## config.mk

```make
export PLATFORM = sky130hd
export DESIGN_NAME = phase_branch_tracker
export DESIGN_NICKNAME = d
export VERILOG_FILES = /design/src/rtl/phase_branch_tracker.sv
export SDC_FILE = /design/constraint.sdc
export NUM_CORES = 1
export LEC_CHECK = 0
export ABC_CLOCK_PERIOD_IN_PS = 6400
export BUFFER_PORTS_ARGS = -buffer_cell sky130_fd_sc_hd__buf_2
export CAP_MARGIN = 0
export CORE_ASPECT_RATIO = 0.8
export CORE_MARGIN = 1
export CORE_UTILIZATION = 40
export DETAILED_ROUTE_END_ITERATION = 10
export SKIP_CTS_REPAIR_TIMING = 1
export SYNTH_ARGS = -nofsm -noshare
export SYNTH_HDL_FRONTEND = slang
export SYNTH_SLANG_ARGS = --single-unit
```

## constraint.sdc

```tcl
create_clock -name alg_clk -period 6.4 [get_ports alg_clk]
set_clock_uncertainty 0.05 [all_clocks]
set_input_delay 1.28 -clock alg_clk [delete_from_list [all_inputs] [get_ports alg_clk]]
set_output_delay 1.28 -clock alg_clk [all_outputs]
set_load 0.03 [all_outputs]
```

## src/rtl/phase_branch_tracker.sv

```systemverilog
// phase_branch_tracker
//   Per-channel max/min branch selector for the phase-recovery path. On each
//   accepted phase-found strobe, each channel keeps following the candidate
//   (max or min position) that is circularly closest to the previously chosen
//   position. Optional hysteresis, range checking, a 2-stage pipeline, a
//   restart/re-seed path and dropped-strobe reporting.
//
// Ports
//   alg_clk      clock
//   alg_rst      synchronous active-high reset
//   restart      synchronous re-seed request, flushes the pipeline
//   update       single-cycle phase-found strobe
//   pos_max      max candidates, channel k at [k*PW +: PW]
//   pos_min      min candidates, same packing
//   max_sel      per channel: max branch selected
//   min_sel      per channel: min branch selected
//   sel_valid    one-cycle pulse when the selections update
//   ref_pos      tracked reference position per channel
//   range_err    per channel: a candidate was >= PERIOD on the last decision
//   busy         pipeline holds an accepted update
//   drop_sticky  an update arrived while busy (cleared by restart)
module phase_branch_tracker #(
  parameter int unsigned NCH    = 2,
  parameter int unsigned PW     = 12,
  parameter int unsigned PERIOD = 3600,
  parameter int unsigned HYST   = 0
) (
  input  logic              alg_clk,
  input  logic              alg_rst,
  input  logic              restart,
  input  logic              update,
  input  logic [NCH*PW-1:0] pos_max,
  input  logic [NCH*PW-1:0] pos_min,
  output logic [NCH-1:0]    max_sel,
  output logic [NCH-1:0]    min_sel,
  output logic              sel_valid,
  output logic [NCH*PW-1:0] ref_pos,
  output logic [NCH-1:0]    range_err,
  output logic              busy,
  output logic              drop_sticky
);

  // Distances need one bit beyond a position; hysteresis compare one more.
  localparam int unsigned DW = PW + 1;
  localparam int unsigned CW = PW + 2;

  typedef enum logic [0:0] {
    SEED  = 1'b0,
    TRACK = 1'b1
  } state_t;

  state_t state_q, state_d;

  logic accept_c;

  // Stage-1 registers
  logic                    s1_v;
  logic                    s1_seed;
  logic [NCH*PW-1:0]       s1_max;
  logic [NCH*PW-1:0]       s1_min;
  logic [NCH-1:0][DW-1:0]  s1_dmax;
  logic [NCH-1:0][DW-1:0]  s1_dmin;
  logic [NCH-1:0]          s1_rerr;

  // Stage-1 combinational results
  logic [NCH-1:0][DW-1:0]  dmax_c;
  logic [NCH-1:0][DW-1:0]  dmin_c;
  logic [NCH-1:0]          rerr_c;

  // Stage-2 decision
  logic [NCH-1:0]          max_sel_c;
  logic [NCH-1:0]          min_sel_c;
  logic [NCH*PW-1:0]       ref_pos_c;

  // Circular distance min(|a-b|, PERIOD-|a-b|) for in-range positions.
  function automatic logic [DW-1:0] circ_dist(input logic [PW-1:0] a,
                                              input logic [PW-1:0] b);
    logic [DW-1:0] d;
    logic [DW-1:0] w;
    d = (a >= b) ? (DW'(a) - DW'(b)) : (DW'(b) - DW'(a));
    w = DW'(PERIOD) - d;
    return (w < d) ? w : d;
  endfunction

  // A strobe is taken only when idle; restart discards a coincident strobe.
  assign accept_c = update & ~busy & ~restart;

  // FSM state register
  always_ff @(posedge alg_clk) begin
    if (alg_rst) state_q <= SEED;
    else         state_q <= state_d;
  end

  // FSM next state
  always_comb begin
    state_d = state_q;
    if (restart)       state_d = SEED;
    else if (accept_c) state_d = TRACK;
  end

  // Range check and distances to the current reference
  always_comb begin
    dmax_c = '0;
    dmin_c = '0;
    rerr_c = '0;
    for (int k = 0; k < int'(NCH); k++) begin
      rerr_c[k] = (DW'(pos_max[k*PW +: PW]) >= DW'(PERIOD)) ||
                  (DW'(pos_min[k*PW +: PW]) >= DW'(PERIOD));
      dmax_c[k] = circ_dist(pos_max[k*PW +: PW], ref_pos[k*PW +: PW]);
      dmin_c[k] = circ_dist(pos_min[k*PW +: PW], ref_pos[k*PW +: PW]);
    end
  end

  // Stage 1: capture candidates, distances and seed flag
  always_ff @(posedge alg_clk) begin
    if (alg_rst || restart) begin
      s1_v    <= 1'b0;
      s1_seed <= 1'b0;
      s1_max  <= '0;
      s1_min  <= '0;
      s1_dmax <= '0;
      s1_dmin <= '0;
      s1_rerr <= '0;
    end else begin
      s1_v <= accept_c;
      if (accept_c) begin
        s1_seed <= (state_q == SEED);
        s1_max  <= pos_max;
        s1_min  <= pos_min;
        s1_dmax <= dmax_c;
        s1_dmin <= dmin_c;
        s1_rerr <= rerr_c;
      end
    end
  end

  // Stage-2 branch decision per channel
  always_comb begin
    max_sel_c = max_sel;
    min_sel_c = min_sel;
    ref_pos_c = ref_pos;
    for (int k = 0; k < int'(NCH); k++) begin
      if (s1_rerr[k]) begin
        // A seed with a bad candidate leaves the channel unselected.
        if (s1_seed) begin
          max_sel_c[k]         = 1'b0;
          min_sel_c[k]         = 1'b0;
          ref_pos_c[k*PW +: PW] = '0;
        end
      end else if (s1_seed || (!max_sel[k] && !min_sel[k])) begin
        max_sel_c[k]         = 1'b1;
        min_sel_c[k]         = 1'b0;
        ref_pos_c[k*PW +: PW] = s1_max[k*PW +: PW];
      end else if (max_sel[k]) begin
        if ((CW'(s1_dmin[k]) + CW'(HYST)) < CW'(s1_dmax[k])) begin
          max_sel_c[k]         = 1'b0;
          min_sel_c[k]         = 1'b1;
          ref_pos_c[k*PW +: PW] = s1_min[k*PW +: PW];
        end else begin
          ref_pos_c[k*PW +: PW] = s1_max[k*PW +: PW];
        end
      end else begin
        if ((CW'(s1_dmax[k]) + CW'(HYST)) < CW'(s1_dmin[k])) begin
          max_sel_c[k]         = 1'b1;
          min_sel_c[k]         = 1'b0;
          ref_pos_c[k*PW +: PW] = s1_max[k*PW +: PW];
        end else begin
          ref_pos_c[k*PW +: PW] = s1_min[k*PW +: PW];
        end
      end
    end
  end

  // Stage 2: registered outputs, held between sel_valid pulses
  always_ff @(posedge alg_clk) begin
    if (alg_rst) begin
      max_sel   <= '0;
      min_sel   <= '0;
      ref_pos   <= '0;
      range_err <= '0;
      sel_valid <= 1'b0;
    end else if (restart) begin
      sel_valid <= 1'b0;
    end else begin
      sel_valid <= s1_v;
      if (s1_v) begin
        max_sel   <= max_sel_c;
        min_sel   <= min_sel_c;
        ref_pos   <= ref_pos_c;
        range_err <= s1_rerr;
      end
    end
  end

  // Busy covers the two cycles after acceptance; drops are sticky
  always_ff @(posedge alg_clk) begin
    if (alg_rst || restart) begin
      busy        <= 1'b0;
      drop_sticky <= 1'b0;
    end else begin
      busy <= accept_c | s1_v;
      if (update && busy) drop_sticky <= 1'b1;
    end
  end

endmodule
```

* After elaboration in Yosys (flattened, before gate mapping) *
Index checks and enable logic that the tools add are counted.
W data, S select, Z words.

storage, ports and cells
  flip-flop bits (word level) = 138
  input bits = 52
  output and inout bits = 33
  logic and storage cells = 118

cells by class
  $add $sub $neg = 12
  $lt $le $gt $ge = 16
  equal/unequal tests = 4
  muxes and demuxes = 40
  bitwise gates (word level) = 6
  reductions and logical operators = 20

operator list
  cell                      count
  $mux W12                  11
  $lt A13 B13 Y1            8
  $mux W13                  8
  $sub A12 B12 Y13          8
  $sub A12 B13 Y13 const A  4
  $ge A12 B12 Y1            4
  $ge A12 B12 Y1 const B    4
  $mux W1                   21
  $reduce_and A5 Y1         2
  $ne A4 B1 Y1 const B      2
  $reduce_bool A4 Y1        2
  $reduce_and A3 Y1         2
  $logic_or A1 B1 Y1        5
  $logic_not A1 Y1          4
  $ne A2 B2 Y1 const B      2
  $logic_and A1 B1 Y1       3
  $not A1 Y1                3
  $and A1 B1 Y1             2
  $reduce_and A2 Y1         1
  $reduce_or A2 Y1          1
  $or A1 B1 Y1              1

* Depth between registers and ports, before layout *
Gate-level depths: netlist of run 1.

  word-level depth = 5
  depth in mapped cells = 24
  depth with buffers taken out = 21

* Worst setup path before layout of run 1 *
OpenSTA, ideal clock, no wires.

  path kind = input to register
  from = in pos_min[8]
  to = reg s1_dmin[1] (netlist bit)
  setup time = 0.095 ns
  data arrival time = 5.734 ns
  data required time = 6.255 ns
  slack = 0.520 ns
  stages on the path = 24
  path buffers = 3
  path through = inv_1 > ha_1 > buf_2 > a21oi_1 > o21a_1 > a21oi_2 > nor3_2 > buf_6 > mux2i_1 > xor2_1 > nand3_1 > o21ai_0 > inv_1 > ha_1 > or3_1 > a21oi_1 > a31oi_1 > o221ai_1 > a211oi_1 > o32a_1 > or3_1 > buf_6 > or4_1 > o311ai_1

on the way
  cells in the longest elaborated chain, start to end = 5
  elaborated cells on any way between the ends = 7
  those cells by class = add/sub (3); order compare (2); mux (2)

RTL lines
  item                                                RTL line  RTL
  start: declaration                                  33        input logic [NCH*PW-1:0] pos_min,
  $sub A12 B12 Y13 or $ge A12 B12 Y1 (tied branches)  80        d = (a >= b) ? (DW'(a) - DW'(b)) : (DW'(b) - DW'(a));
  $mux W13 (*)                                        80
  $sub A12 B13 Y13                                    81        w = DW'(PERIOD) - d;
  $lt A13 B13 Y1                                      82        return (w < d) ? w : d;
  $mux W13 (*)                                        82
  end signal: assignment                              131       s1_dmin <= dmin_c;
  end: declaration                                    62        logic [NCH-1:0][DW-1:0] s1_dmin;

Every way passes the cells marked *; elsewhere a longest branch is shown, timed or not.
A chain may end at the register's enable or synchronous reset.

* Final worst setup path of run 1 *
  from = in pos_max[10]
  to = reg s1_dmax[5] (netlist bit)

on the way
  cells in the longest elaborated chain, start to end = 5
  elaborated cells on any way between the ends = 7
  those cells by class = add/sub (3); order compare (2); mux (2)

RTL lines
  item                                                RTL line  RTL
  start: declaration                                  32        input logic [NCH*PW-1:0] pos_max,
  $sub A12 B12 Y13 or $ge A12 B12 Y1 (tied branches)  80
  $mux W13 (*)                                        80
  $sub A12 B13 Y13                                    81
  $lt A13 B13 Y1                                      82
  $mux W13 (*)                                        82
  end signal: assignment                              130       s1_dmax <= dmax_c;
  end: declaration                                    61        logic [NCH-1:0][DW-1:0] s1_dmax;

Marks and branches as above.

==> impl_metrics.prom, run 1 <==
# TYPE chip_impl_metric gauge
chip_impl_metric{name="synthDominantCellAreaShare",unit="%"} 20.7
chip_impl_metric{name="synth_cell_types",unit=""} 106
chip_impl_info{name="status",value="finished, final reports clean"} 1
chip_impl_info{name="critPathTopFamily",value="compound AO/OA/AOI/OAI gates"} 1
chip_impl_metric{name="firstDrtPassIters",unit=""} 5
chip_impl_info{name="yosysTopAreaCell",value="sky130_fd_sc_hd__dfxtp_1"} 1
chip_impl_metric{name="cp_data_required_time",unit="ns"} 6.72
chip_impl_metric{name="synth.net_count",unit=""} 1935
chip_impl_metric{name="report.final.slew_viol_count",unit=""} 0
chip_impl_info{name="top_library_cells_by_usage_in_the_layout_fill_and_taps_aside",value="199 x sky130_fd_sc_hd__nand2_1, 150 x sky130_fd_sc_hd__ha_1, 148 x sky130_fd_sc_hd__a21oi_1"} 1
chip_impl_metric{name="initial_utilization",unit="%"} 40.8
chip_impl_info{name="critical-path-slowest-cell",value="sky130_fd_sc_hd__or4_1"} 1
chip_impl_metric{name="met2WireLength",unit="um"} 17200
chip_impl_info{name="critical_path.reg2reg.endpoint",value="s1_dmin[1]"} 1
chip_impl_metric{name="cp_max_fo",unit=""} 7
chip_impl_metric{name="cts.htree.levels",unit=""} 4
chip_impl_info{name="hold_end",value="s1_seed"} 1
chip_impl_metric{name="core_area",unit="sq um"} 32700
chip_impl_metric{name="cap_viol_max_count",unit=""} 0
chip_impl_metric{name="crit_path_max_incr_delay",unit="ns"} 0.60
chip_impl_metric{name="wirelength_met1",unit="um"} 22600
chip_impl_metric{name="rrSetupSlack",unit="ns"} 0.88
chip_impl_metric{name="final_net_count",unit=""} 2019
chip_impl_metric{name="number_of_clock_buffers_inserted_by_tritoncts",unit=""} 17
chip_impl_metric{name="synth.yosys.seq_area_share",unit="%"} 20.7
chip_impl_metric{name="grtUsageTotal",unit="%"} 25.7
chip_impl_info{name="cp-end-kind",value="flop"} 1
chip_impl_info{name="ys_top_cells_by_area",value="sky130_fd_sc_hd__dfxtp_1 21%, sky130_fd_sc_hd__ha_1 14%, sky130_fd_sc_hd__nand2_1 5.6%, sky130_fd_sc_hd__a21oi_1 5.5%, sky130_fd_sc_hd__mux2i_1 4.6%"} 1
chip_impl_metric{name="fp.dieArea",unit="sq um"} 34100
chip_impl_metric{name="power.density",unit="nW/um^2"} 199
chip_impl_metric{name="synth_edf_count",unit=""} 0
chip_impl_metric{name="yosys_register_bits",unit=""} 138
chip_impl_metric{name="critical_path_arrival",unit="ns"} 6.36
chip_impl_metric{name="port-buffer-count",unit=""} 84
chip_impl_metric{name="max_slew_margin",unit="%"} 22.3
chip_impl_metric{name="route.vias.total",unit=""} 13200
chip_impl_metric{name="setup_violations",unit=""} 0
chip_impl_metric{name="remaining_drc_errors",unit=""} 0
chip_impl_metric{name="insertion_delay_to_the_later_sink_of_the_worst_skew_pair",unit="ns"} 0.45
chip_impl_metric{name="hold_ws",unit="ns"} 0.390
chip_impl_info{name="critical_path.reg2reg.startpoint",value="ref_pos[0]"} 1
chip_impl_metric{name="fin_crit_sh",unit="%"} 94.3
chip_impl_metric{name="synthToLayoutAreaGrowth",unit="%"} 12.5
chip_impl_metric{name="grt_first_pass_wirelength",unit="um"} 67800
chip_impl_metric{name="synthArstFlopShare",unit="%"} 0
chip_impl_metric{name="route.antenna.remaining_nets",unit=""} 0
chip_impl_info{name="rsz_0062_raised_after_global_routing",value="false"} 1
chip_impl_metric{name="post_drt_wl_per_cell",unit="um"} 19.5
chip_impl_metric{name="met3RoutedLength",unit="um"} 3500
chip_impl_metric{name="worstMarginPinSlew",unit="ns"} 1.16
chip_impl_info{name="critical_path_cell_by_cell",value="buf_2 -> inv_1 -> ha_1 -> nand3_4 -> or4_1 -> o211a_2 -> o21ai_4 -> mux2i_1 -> xor2_1 -> a41oi_1 -> nor2b_1 -> or3_1 -> ha_1 -> inv_1 -> a2111oi_0 -> o2bb2ai_1 -> o21ai_2 -> mux2_1 -> a21oi_1"} 1
chip_impl_metric{name="hold_viol_final",unit=""} 0
chip_impl_info{name="layout.cells.most_common",value="sky130_fd_sc_hd__nand2_1"} 1
chip_impl_info{name="topRoutingLayerUsed",value="met4"} 1
chip_impl_metric{name="num_antenna_cells",unit=""} 0
chip_impl_metric{name="gp_congestion",unit=""} 0.912
chip_impl_metric{name="core.rowCount",unit=""} 59
chip_impl_metric{name="cts_sinks",unit=""} 138
chip_impl_metric{name="synth_warnings",unit=""} 0
chip_impl_metric{name="timing.critical_path.buf_inv",unit=""} 3
chip_impl_metric{name="drive_gt1_share",unit="%"} 14.3
chip_impl_info{name="crit_type",value="in -> reg"} 1
chip_impl_metric{name="dr.first_iter.drc_count",unit=""} 1225
chip_impl_metric{name="max_freq",unit="MHz"} 166
chip_impl_metric{name="power.ir.vdd_worst",unit="mV"} 0.200
chip_impl_info{name="min_path_type",value="reg -> reg"} 1
chip_impl_info{name="clock_tree.root_cell",value="sky130_fd_sc_hd__clkbuf_16"} 1
chip_impl_metric{name="die_width",unit="um"} 206
chip_impl_metric{name="postSynthCellCount",unit=""} 1725
chip_impl_metric{name="p_leak",unit="nW"} 6.55
chip_impl_metric{name="final_period_minus_worst_setup_slack",unit="ns"} 6.04
chip_impl_metric{name="detail_route.wirelength",unit="um"} 43900
chip_impl_metric{name="reg2reg_depth",unit=""} 21
chip_impl_metric{name="dp.final_hpwl",unit="um"} 34700
chip_impl_info{name="synthFlopType",value="sky130_fd_sc_hd__dfxtp_1"} 1
chip_impl_metric{name="postSynthAreaPerCell",unit="sq um"} 7.74
chip_impl_info{name="tritoncts",value="done"} 1
chip_impl_metric{name="total_power",unit="mW"} 2.99
chip_impl_metric{name="avgViaCountPerCell",unit=""} 5.89
chip_impl_metric{name="floorplan.io_pins",unit=""} 85
chip_impl_metric{name="timing.hold.worst_path_depth",unit=""} 1
chip_impl_info{name="critical_path.startpoint_type",value="input port"} 1
chip_impl_metric{name="clk_path_buf_depth",unit=""} 2
chip_impl_metric{name="synth_area",unit="sq um"} 13300
chip_impl_metric{name="grt_pass1_vias",unit=""} 11900
chip_impl_metric{name="antenna_found_initial",unit=""} 0
chip_impl_info{name="min_delay_src",value="state_q"} 1
chip_impl_metric{name="grt_start_max_net_pins",unit=""} 64
chip_impl_metric{name="globalRoute.totalOverflow",unit=""} 0
chip_impl_metric{name="dieHeight",unit="um"} 165
chip_impl_metric{name="clkTransAtPathRegs",unit="ns"} 0.07
worst max path at each step:
stage | start | to | depth (start not counted) | slack (ns)
3_5_place_dp | pos_max[10] | s1_dmax[5] | 19 | -0.01
4_1_cts | pos_max[10] | s1_dmax[5] | 19 | 0.38
3_3_place_gp | pos_max[9] | s1_dmax[5] | 19 | 0.03
6_report | pos_max[10] | s1_dmax[5] | 19 | 0.36
5_1_grt | pos_max[10] | s1_dmax[9] | 19 | 0.09
2_1_floorplan | pos_min[8] | s1_dmin[1] | 24 | 0.52
cell usage after synthesis, types with 7 or more instances:
cell                        number
sky130_fd_sc_hd__nand2_1       199
sky130_fd_sc_hd__ha_1          150
sky130_fd_sc_hd__a21oi_1       148
sky130_fd_sc_hd__inv_1         147
sky130_fd_sc_hd__dfxtp_1       138
sky130_fd_sc_hd__nor2_1         91
sky130_fd_sc_hd__o21ai_0        81
sky130_fd_sc_hd__mux2i_1        62
sky130_fd_sc_hd__clkbuf_1       56
sky130_fd_sc_hd__nand3_1        51
sky130_fd_sc_hd__a21o_1         34
sky130_fd_sc_hd__o21a_1         33
sky130_fd_sc_hd__nor3_1         31
sky130_fd_sc_hd__nand4_1        27
sky130_fd_sc_hd__nor2b_1        25
sky130_fd_sc_hd__xor2_1         21
sky130_fd_sc_hd__or3_1          20
sky130_fd_sc_hd__a211oi_1       17
sky130_fd_sc_hd__buf_2          17
sky130_fd_sc_hd__nor4_1         17
sky130_fd_sc_hd__xnor2_1        17
sky130_fd_sc_hd__or4_1          15
sky130_fd_sc_hd__or2_2          14
sky130_fd_sc_hd__a31oi_1        12
sky130_fd_sc_hd__and3_1         12
sky130_fd_sc_hd__o211ai_1       12
sky130_fd_sc_hd__a221oi_1       11
sky130_fd_sc_hd__nand2b_1       11
sky130_fd_sc_hd__nor3b_1        11
sky130_fd_sc_hd__a2111oi_0      10
sky130_fd_sc_hd__o2111ai_1      10
sky130_fd_sc_hd__o311ai_1       10
sky130_fd_sc_hd__a311o_1         9
sky130_fd_sc_hd__and2_1          9
sky130_fd_sc_hd__o221ai_1        9
sky130_fd_sc_hd__o31ai_1         9
sky130_fd_sc_hd__a211o_1         8
sky130_fd_sc_hd__fa_1            8
sky130_fd_sc_hd__o21bai_1        7
cell type report:
type / count / area [sq um]
fillers: 3301 / 17700
multi-input cells: 1353 / 9670
flip-flops and latches: 138 / 2760
repair buffers: 150 / 916
inverters: 149 / 559
well taps: 427 / 534
clock buffers: 18 / 429
clock inverters: 14 / 148
registers in the layout (all words and copies together), names as in the netlist, 24 cells and up:
| register | flops |
|---|---|
| s1_dmax | 26 |
| s1_max | 24 |
| ref_pos | 24 |
| s1_min | 24 |
| s1_dmin | 26 |
routing by layer:
layer | track usage (%) | vias to the layer above
met5 | 0 | -
met4 | 5.68 | 0
met3 | 5.99 | 39
met2 | 34.5 | 438
met1 | 40.1 | 6330
li1 | - | 6438
report_power, final:
group	total, mW	switching (mW)	internal (mW)
combinational	1.06	0.642	0.418
clock	1.01	0.462	0.551
sequential	0.914	0.0230	0.891
cell families (layout without fill, tap and decap cells):
group | Yosys count | count (layout) | share of synthesized area, %
AOI/OAI and AO/OA | 506 | 506 | 26.3
xor gates and xnor gates | 43 | 43 | 3.16
adders and majority gates | 158 | 158 | 15.3
buffers and inverters | 234 | 331 | 7.06
DFF | 138 | 138 | 20.7
muxes | 76 | 76 | 6.11
and+or+nand+nor | 570 | 570 | 21.4
metrics by stage:
stage / setup TNS [ns] / worst slack, ns / utilization (%) / std cells / area, sq um
2_1_floorplan: 0 / 0.520 / - / 1725 / 13300
3_3_place_gp: 0 / 0.0337 / 44.2 / 2217 / 14400
3_5_place_dp: -0.0154 / -0.00969 / 44.2 / 2217 / 14400
4_1_cts: 0 / 0.384 / 45.9 / 2249 / 15000
5_1_grt: 0 / 0.0917 / 45.9 / 2249 / 15000
6_report: 0 / 0.365 / 45.9 / 2249 / 15000
Note: power is estimated with default switching activity, not from simulation.
==> run 2, diff against run 1 <==
- ABC_AREA: default -> 1
- GPL_ROUTABILITY_DRIVEN: default -> 1
==> run 2 against run 1 <==
Setup slack improved by 0.64 ns; utilization shrank 1.6 points; sequential share of layout area fell by 0.99 points; global-route usage down 0.69 points; critical path depth up 5; highest routed layer unchanged.
==> impl_metrics.prom, run 2 <==
# TYPE chip_impl_metric gauge
chip_impl_metric{name="clkTransAtPathRegs",unit="ns"} 0.07
chip_impl_metric{name="ff_latch_area",unit="sq um"} 2760
chip_impl_info{name="top_regs",value="s1_dmax (26), s1_dmin (26)"} 1
chip_impl_metric{name="firstDrtPassIters",unit=""} 6
chip_impl_metric{name="grtUsageTotal",unit="%"} 25.0
chip_impl_info{name="layout.cells.most_common",value="sky130_fd_sc_hd__nand2_1"} 1
chip_impl_info{name="top_library_cells_by_usage_in_the_layout_fill_and_taps_aside",value="627 x sky130_fd_sc_hd__nand2_1, 335 x sky130_fd_sc_hd__inv_1, 217 x sky130_fd_sc_hd__a21oi_1"} 1
chip_impl_metric{name="post_drt_wl_per_cell",unit="um"} 16.5
chip_impl_metric{name="synth_cell_types",unit=""} 58
chip_impl_info{name="yosysTopAreaCell",value="sky130_fd_sc_hd__dfxtp_1"} 1
chip_impl_metric{name="grt_start_max_net_pins",unit=""} 63
chip_impl_metric{name="initial_utilization",unit="%"} 40.6
chip_impl_metric{name="synth_area",unit="sq um"} 14500
chip_impl_metric{name="dr.first_iter.drc_count",unit=""} 1569
chip_impl_info{name="synthFlopType",value="sky130_fd_sc_hd__dfxtp_1"} 1
chip_impl_info{name="critical_path.startpoint_type",value="input port"} 1
chip_impl_metric{name="synthArstFlopShare",unit="%"} 0
chip_impl_metric{name="finalSetupTns",unit="ns"} 0
chip_impl_metric{name="cp_data_required_time",unit="ns"} 6.68
chip_impl_metric{name="final_period_minus_worst_setup_slack",unit="ns"} 5.39
chip_impl_metric{name="floorplan.io_pins",unit=""} 85
chip_impl_metric{name="grt_first_pass_wirelength",unit="um"} 74800
chip_impl_metric{name="clk_path_buf_depth",unit=""} 2
chip_impl_metric{name="p_leak",unit="nW"} 7.88
chip_impl_metric{name="placement.setup.worst_slack",unit="ns"} 0.627
chip_impl_info{name="most_used_standard_cell_by_instance_count_after_synthesis",value="sky130_fd_sc_hd__nand2_1"} 1
chip_impl_metric{name="gp_congestion",unit=""} 0.981
chip_impl_metric{name="placed_cells",unit=""} 2829
chip_impl_metric{name="fin_crit_sh",unit="%"} 84.3
chip_impl_metric{name="synth.yosys.seq_area_share",unit="%"} 19.0
chip_impl_metric{name="route.antenna.remaining_nets",unit=""} 0
chip_impl_metric{name="critical_path_arrival",unit="ns"} 5.68
chip_impl_metric{name="max_freq",unit="MHz"} 185
chip_impl_info{name="cp-end-kind",value="flop"} 1
chip_impl_metric{name="remaining_drc_errors",unit=""} 0
chip_impl_metric{name="hold_viol_final",unit=""} 0
chip_impl_metric{name="cts_sinks",unit=""} 138
chip_impl_info{name="rsz_0062_raised_after_global_routing",value="false"} 1
chip_impl_metric{name="yosys_register_bits",unit=""} 138
chip_impl_metric{name="multi_input_comb_area",unit="sq um"} 10100
chip_impl_metric{name="grt_pass1_vias",unit=""} 13400
chip_impl_info{name="netlist_top_cells_count",value="627 x sky130_fd_sc_hd__nand2_1, 335 x sky130_fd_sc_hd__inv_1, 217 x sky130_fd_sc_hd__a21oi_1"} 1
chip_impl_metric{name="dp.final_hpwl",unit="um"} 37600
chip_impl_metric{name="synth.net_count",unit=""} 2538
chip_impl_metric{name="layout.filler_cells",unit=""} 3821
chip_impl_metric{name="synth_edf_count",unit=""} 0
chip_impl_metric{name="num_antenna_cells",unit=""} 0
chip_impl_metric{name="cp_max_fo",unit=""} 18
chip_impl_metric{name="die_width",unit="um"} 215
chip_impl_info{name="status",value="finished, final reports clean"} 1
chip_impl_metric{name="globalRoute.totalOverflow",unit=""} 0
chip_impl_metric{name="port-buffer-count",unit=""} 84
chip_impl_metric{name="max_slew_margin",unit="%"} 13.4
chip_impl_metric{name="core_area",unit="sq um"} 35800
chip_impl_metric{name="postSynthCellCount",unit=""} 2328
chip_impl_metric{name="dieHeight",unit="um"} 173
chip_impl_metric{name="worstMarginPinSlew",unit="ns"} 1.30
chip_impl_metric{name="power.ir.vdd_worst",unit="mV"} 0.189
chip_impl_metric{name="report.final.slew_viol_count",unit=""} 0
chip_impl_metric{name="drive_gt1_share",unit="%"} 11.0
chip_impl_metric{name="antenna_found_initial",unit=""} 1
chip_impl_metric{name="avgViaCountPerCell",unit=""} 5.30
chip_impl_info{name="min_path_type",value="reg -> reg"} 1
chip_impl_info{name="clock_tree.root_cell",value="sky130_fd_sc_hd__clkbuf_16"} 1
chip_impl_metric{name="synthDominantCellAreaShare",unit="%"} 19.0
chip_impl_metric{name="route.vias.total",unit=""} 15100
chip_impl_metric{name="fp.dieArea",unit="sq um"} 37100
chip_impl_metric{name="final_net_count",unit=""} 2578
chip_impl_metric{name="setup_violations",unit=""} 0
chip_impl_info{name="tritoncts",value="done"} 1
chip_impl_metric{name="postSynthAreaPerCell",unit="sq um"} 6.25
chip_impl_metric{name="synthToLayoutAreaGrowth",unit="%"} 9.18
chip_impl_metric{name="post-route-worst-setup-slack",unit="ns"} 1.01
chip_impl_metric{name="synth_warnings",unit=""} 0
chip_impl_metric{name="detail_route.wirelength",unit="um"} 47200
chip_impl_metric{name="power.density",unit="nW/um^2"} 193
chip_impl_metric{name="core.rowCount",unit=""} 62
chip_impl_info{name="ys_top_cells_by_area",value="sky130_fd_sc_hd__dfxtp_1 19%, sky130_fd_sc_hd__nand2_1 16%, sky130_fd_sc_hd__ha_1 13%, sky130_fd_sc_hd__inv_1 8.6%, sky130_fd_sc_hd__a21oi_1 7.5%"} 1
chip_impl_info{name="crit_type",value="in -> reg"} 1
chip_impl_metric{name="final_cell_count_no_fill",unit=""} 2861
chip_impl_metric{name="total_power",unit="mW"} 3.06
chip_impl_metric{name="number_of_clock_buffers_inserted_by_tritoncts",unit=""} 17
chip_impl_metric{name="insertion_delay_to_the_later_sink_of_the_worst_skew_pair",unit="ns"} 0.44
chip_impl_metric{name="cap_viol_max_count",unit=""} 0
chip_impl_metric{name="cts.htree.levels",unit=""} 4
[run 2: changes by cell type after synthesis, moves of 29 or more]
cell	change
sky130_fd_sc_hd__o21ai_0	+29
sky130_fd_sc_hd__nand2_2	+47
sky130_fd_sc_hd__nand2_1	+428
sky130_fd_sc_hd__a21oi_1	+69
sky130_fd_sc_hd__a21o_1	-29
sky130_fd_sc_hd__nand3_1	+140
sky130_fd_sc_hd__mux2i_1	-58
sky130_fd_sc_hd__inv_1	+188
sky130_fd_sc_hd__nor2_1	+30
[run 2: cells by family (layout without fill, tap and decap cells)]
kind of cell,Yosys count,in the layout,share of synthesized area [%]
AOI/OAI and AO/OA,431,431,17.0
xor gates and xnor gates,52,52,3.13
adders and majority gates,158,158,14.0
buffers and inverters,431,484,11.8
DFF,138,138,19.0
muxes,4,4,0.275
and+or+nand+nor,1114,1114,34.8
[run 2: final cells by class]
type                       instances  area share [%]
timing repair buffer              93            3.07
clock inverter                    15            1.13
sequential                       138            17.4
clock buffer                      17            2.68
multi-input combinational       1759            63.4
inverter                         359            8.49
tap                              480            3.78
[run 2: routing by layer]
| layer | share of wire, % | vias to the layer above | global-route usage (%) |
|---|---|---|---|
| met5 | 0 | - | 0 |
| li1 | - | 7633 | - |
| met3 | 7.0 | 46 | 4.27 |
| met1 | 54 | 6944 | 40.6 |
| met4 | 1.1 | 0 | 5.11 |
| met2 | 38 | 526 | 33.3 |
[run 2: where the power goes]
group	switching (mW)	leakage (nW)	internal (mW)
clock network	0.443	0.294	0.591
registers	0.0265	1.12	0.892
logic	0.751	6.46	0.361
[run 2: per-stage QoR]
stage	cell area (sq um)	utilization, %	hold slack, ns
after global placement	15300	42.6	0.370
after floorplan	14500	-	0.356
after detailed placement	15300	42.6	0.384
final	15900	44.3	0.396
after CTS	15900	44.3	0.393
after global routing	15900	44.3	0.419
[run 2: worst max-delay path, cell delays in order]
cell and delay, ns:
sky130_fd_sc_hd__buf_2 0.10, sky130_fd_sc_hd__inv_1 0.07, sky130_fd_sc_hd__ha_1 0.37, sky130_fd_sc_hd__a21oi_1 0.37
sky130_fd_sc_hd__nand3_1 0.19, sky130_fd_sc_hd__nand2_1 0.14, sky130_fd_sc_hd__inv_2 0.05, sky130_fd_sc_hd__nor2_4 0.35
sky130_fd_sc_hd__mux2i_1 0.44, sky130_fd_sc_hd__nand3_1 0.18, sky130_fd_sc_hd__o21ai_0 0.30, sky130_fd_sc_hd__inv_1 0.14
sky130_fd_sc_hd__o211ai_1 0.20, sky130_fd_sc_hd__ha_1 0.29, sky130_fd_sc_hd__xnor2_1 0.24, sky130_fd_sc_hd__inv_1 0.06
sky130_fd_sc_hd__nand2_1 0.07, sky130_fd_sc_hd__nor2_2 0.04, sky130_fd_sc_hd__nand2_2 0.21, sky130_fd_sc_hd__nand3_4 0.18
sky130_fd_sc_hd__nand2_1 0.11, sky130_fd_sc_hd__nand3_1 0.13, sky130_fd_sc_hd__nand2_1 0.09, sky130_fd_sc_hd__inv_1 0.04
[run 2: worst paths after layout]
kind	startpoint	to	slack, ns	cells past startpoint
max	pos_max[16]	s1_dmax[21]	1.01	24
min	state_q	s1_seed	0.40	1
max reg2reg	ref_pos[16]	s1_dmax[21]	1.47	23
min reg2reg	state_q	s1_seed	0.40	1
==> run 3, diff against run 2 <==
- ABC_AREA: 1 -> 0
- ABC_CLOCK_PERIOD_IN_PS: 6400 -> 5500
- clock period: 6.4 -> 5.5 ns (I/O delays scaled with it)
==> run 3 against run 2 <==
Utilization up 7.7 points; count of clock-buffer cells in the layout is the same; global-route usage up 2.6 points; flip-flop and latch count is the same; largest cell class unchanged; sequential share of layout area is 1.2 points lower; via count decreased by 6.7%; die area is 8.1% lower; critical path depth is 3 lower; total power is 22% higher; critical endpoint is now s1_dmin[1]; largest power group unchanged.
==> impl_metrics.prom, run 3 (same netlist as run 1, synthesis figures left out) <==
# TYPE chip_impl_metric gauge
chip_impl_metric{name="grtUsageTotal",unit="%"} 27.7
chip_impl_info{name="topRoutingLayerUsed",value="met4"} 1
chip_impl_info{name="clock_tree.root_cell",value="sky130_fd_sc_hd__clkbuf_16"} 1
chip_impl_info{name="cp-endpoint",value="s1_dmin[1]"} 1
chip_impl_metric{name="cp_data_required_time",unit="ns"} 5.79
chip_impl_metric{name="p_leak",unit="nW"} 7.65
chip_impl_metric{name="insertion_delay_to_the_later_sink_of_the_worst_skew_pair",unit="ns"} 0.44
chip_impl_metric{name="worstMarginPinSlew",unit="ns"} 1.28
chip_impl_metric{name="antenna_found_initial",unit=""} 0
chip_impl_metric{name="dieHeight",unit="um"} 165
chip_impl_metric{name="floorplan.io_pins",unit=""} 85
chip_impl_metric{name="rrSetupSlack",unit="ns"} 0.31
chip_impl_metric{name="remaining_drc_errors",unit=""} 0
chip_impl_info{name="cp-end-kind",value="flop"} 1
chip_impl_metric{name="synthToLayoutAreaGrowth",unit="%"} 27.4
chip_impl_info{name="crit_type",value="in -> reg"} 1
chip_impl_metric{name="max_slew_margin",unit="%"} 14.0
chip_impl_metric{name="route.antenna.remaining_nets",unit=""} 0
chip_impl_info{name="layout.cells.most_common",value="sky130_fd_sc_hd__buf_4"} 1
chip_impl_info{name="critical_path.reg2reg.startpoint",value="ref_pos[1]"} 1
chip_impl_metric{name="hold_viol_final",unit=""} 0
chip_impl_metric{name="die_width",unit="um"} 206
chip_impl_metric{name="cap_viol_max_count",unit=""} 0
chip_impl_metric{name="clkTransAtPathRegs",unit="ns"} 0.07
chip_impl_metric{name="met2WireLength",unit="um"} 18600
chip_impl_metric{name="drive_gt1_share",unit="%"} 25.6
chip_impl_metric{name="max_freq",unit="MHz"} 188
chip_impl_info{name="worstSetupStartpoint",value="pos_min[7]"} 1
chip_impl_metric{name="reg2reg_depth",unit=""} 19
chip_impl_metric{name="final_period_minus_worst_setup_slack",unit="ns"} 5.32
chip_impl_metric{name="cts.htree.levels",unit=""} 4
chip_impl_metric{name="num_antenna_cells",unit=""} 0
chip_impl_metric{name="post_drt_wl_per_cell",unit="um"} 19.0
chip_impl_metric{name="cp_max_fo",unit=""} 8
chip_impl_metric{name="grt_pass1_vias",unit=""} 13200
chip_impl_info{name="tritoncts",value="done"} 1
chip_impl_metric{name="dp.final_hpwl",unit="um"} 37600
chip_impl_metric{name="firstDrtPassIters",unit=""} 5
chip_impl_metric{name="power.ir.vdd_worst",unit="mV"} 0.235
chip_impl_metric{name="core_area",unit="sq um"} 32700
chip_impl_metric{name="number_of_clock_buffers_inserted_by_tritoncts",unit=""} 17
chip_impl_metric{name="globalRoute.totalOverflow",unit=""} 0
chip_impl_metric{name="avgViaCountPerCell",unit=""} 5.72
chip_impl_metric{name="clk_path_buf_depth",unit=""} 2
chip_impl_metric{name="core.rowCount",unit=""} 59
chip_impl_metric{name="fp.dieArea",unit="sq um"} 34100
chip_impl_metric{name="port-buffer-count",unit=""} 84
chip_impl_info{name="top_library_cells_by_usage_in_the_layout_fill_and_taps_aside",value="287 x sky130_fd_sc_hd__buf_4, 198 x sky130_fd_sc_hd__nand2_1, 145 x sky130_fd_sc_hd__a21oi_1"} 1
chip_impl_info{name="min_path_type",value="reg -> reg"} 1
chip_impl_metric{name="final_net_count",unit=""} 2243
chip_impl_metric{name="hold_ws",unit="ns"} 0.390
chip_impl_metric{name="critical_path_arrival",unit="ns"} 5.61
chip_impl_metric{name="grt_first_pass_wirelength",unit="um"} 73400
chip_impl_metric{name="met3RoutedLength",unit="um"} 4030
chip_impl_metric{name="wirelength_met1",unit="um"} 24000
chip_impl_metric{name="gp_congestion",unit=""} 0.981
chip_impl_metric{name="cts_sinks",unit=""} 138
chip_impl_info{name="min_delay_src",value="state_q"} 1
chip_impl_info{name="critical_path.startpoint_type",value="input port"} 1
chip_impl_metric{name="setup_violations",unit=""} 0
chip_impl_metric{name="report.final.slew_viol_count",unit=""} 0
chip_impl_metric{name="final_core_util",unit="%"} 52.0
chip_impl_metric{name="detail_route.wirelength",unit="um"} 47000
chip_impl_metric{name="route.vias.total",unit=""} 14100
chip_impl_metric{name="initial_utilization",unit="%"} 40.8
chip_impl_metric{name="fin_crit_sh",unit="%"} 96.8
chip_impl_metric{name="power.density",unit="nW/um^2"} 220
chip_impl_info{name="critical_path.reg2reg.endpoint",value="s1_dmin[1]"} 1
chip_impl_metric{name="grt_start_max_net_pins",unit=""} 68
chip_impl_info{name="top_regs",value="s1_dmax (26), s1_dmin (26)"} 1
chip_impl_metric{name="dr.first_iter.drc_count",unit=""} 1230
chip_impl_info{name="status",value="finished, final reports clean"} 1
[run 3: routing by layer]
layer | vias to the layer above | track usage [%]
li1 | 6902 | -
met1 | 6736 | 43.4
met2 | 476 | 37.9
met3 | 27 | 6.02
met4 | 0 | 4.48
met5 | - | 0
[run 3: how the worst min path moves through the flow]
stage	to	slack, ns	cells past startpoint
2_1_floorplan	s1_seed	0.36	1
3_3_place_gp	s1_seed	0.38	1
3_5_place_dp	s1_seed	0.39	1
4_1_cts	s1_seed	0.39	1
5_1_grt	s1_seed	0.40	1
6_report	s1_seed	0.39	1
[run 3: area by class of cell]
| type | instances | area, sq um |
|---|---|---|
| timing repair buffer | 374 | 2640 |
| fill | 3178 | 15700 |
| sequential | 138 | 2760 |
| clock inverter | 15 | 171 |
| clock buffer | 17 | 425 |
| inverter | 149 | 571 |
| tap | 427 | 534 |
| multi-input combinational | 1353 | 9910 |
[run 3: through the flow]
step	TNS [ns]	std cells	cell area (sq um)	worst slack [ns]	total power, mW
finish	0	2473	17000	0.177	3.74
global route	-0.0565	2473	17000	-0.0234	3.93
CTS	0	2469	16900	0.0671	3.71
detailed placement	-5.05	2437	16300	-0.355	2.52
global placement	-3.12	2437	16300	-0.237	2.49
floorplan	-0.0424	1725	13500	-0.0424	1.94
[run 3: critical path, stage by stage]
cell and delay [ns]:
sky130_fd_sc_hd__buf_2 0.10, sky130_fd_sc_hd__inv_1 0.06, sky130_fd_sc_hd__ha_2 0.37, sky130_fd_sc_hd__nand4_1 0.20, sky130_fd_sc_hd__or2_4 0.31, sky130_fd_sc_hd__a21oi_4 0.14, sky130_fd_sc_hd__nor3_2 0.08, sky130_fd_sc_hd__buf_12 0.13
sky130_fd_sc_hd__buf_12 0.14, sky130_fd_sc_hd__mux2i_1 0.27, sky130_fd_sc_hd__o221ai_2 0.18, sky130_fd_sc_hd__xor2_2 0.19, sky130_fd_sc_hd__inv_1 0.06, sky130_fd_sc_hd__or3_1 0.41, sky130_fd_sc_hd__ha_4 0.29, sky130_fd_sc_hd__xor3_1 0.31
sky130_fd_sc_hd__a21oi_1 0.17, sky130_fd_sc_hd__nor2_1 0.07, sky130_fd_sc_hd__or3_4 0.40, sky130_fd_sc_hd__or4_1 0.52, sky130_fd_sc_hd__o311ai_1 0.08
[run 3: where the power goes]
part / leakage, nW / internal (mW) / switching (mW)
clock: 0.291 / 0.651 / 0.540
combinational: 6.24 / 0.678 / 0.808
sequential: 1.12 / 1.04 / 0.0273
total: 7.65 / 2.37 / 1.37
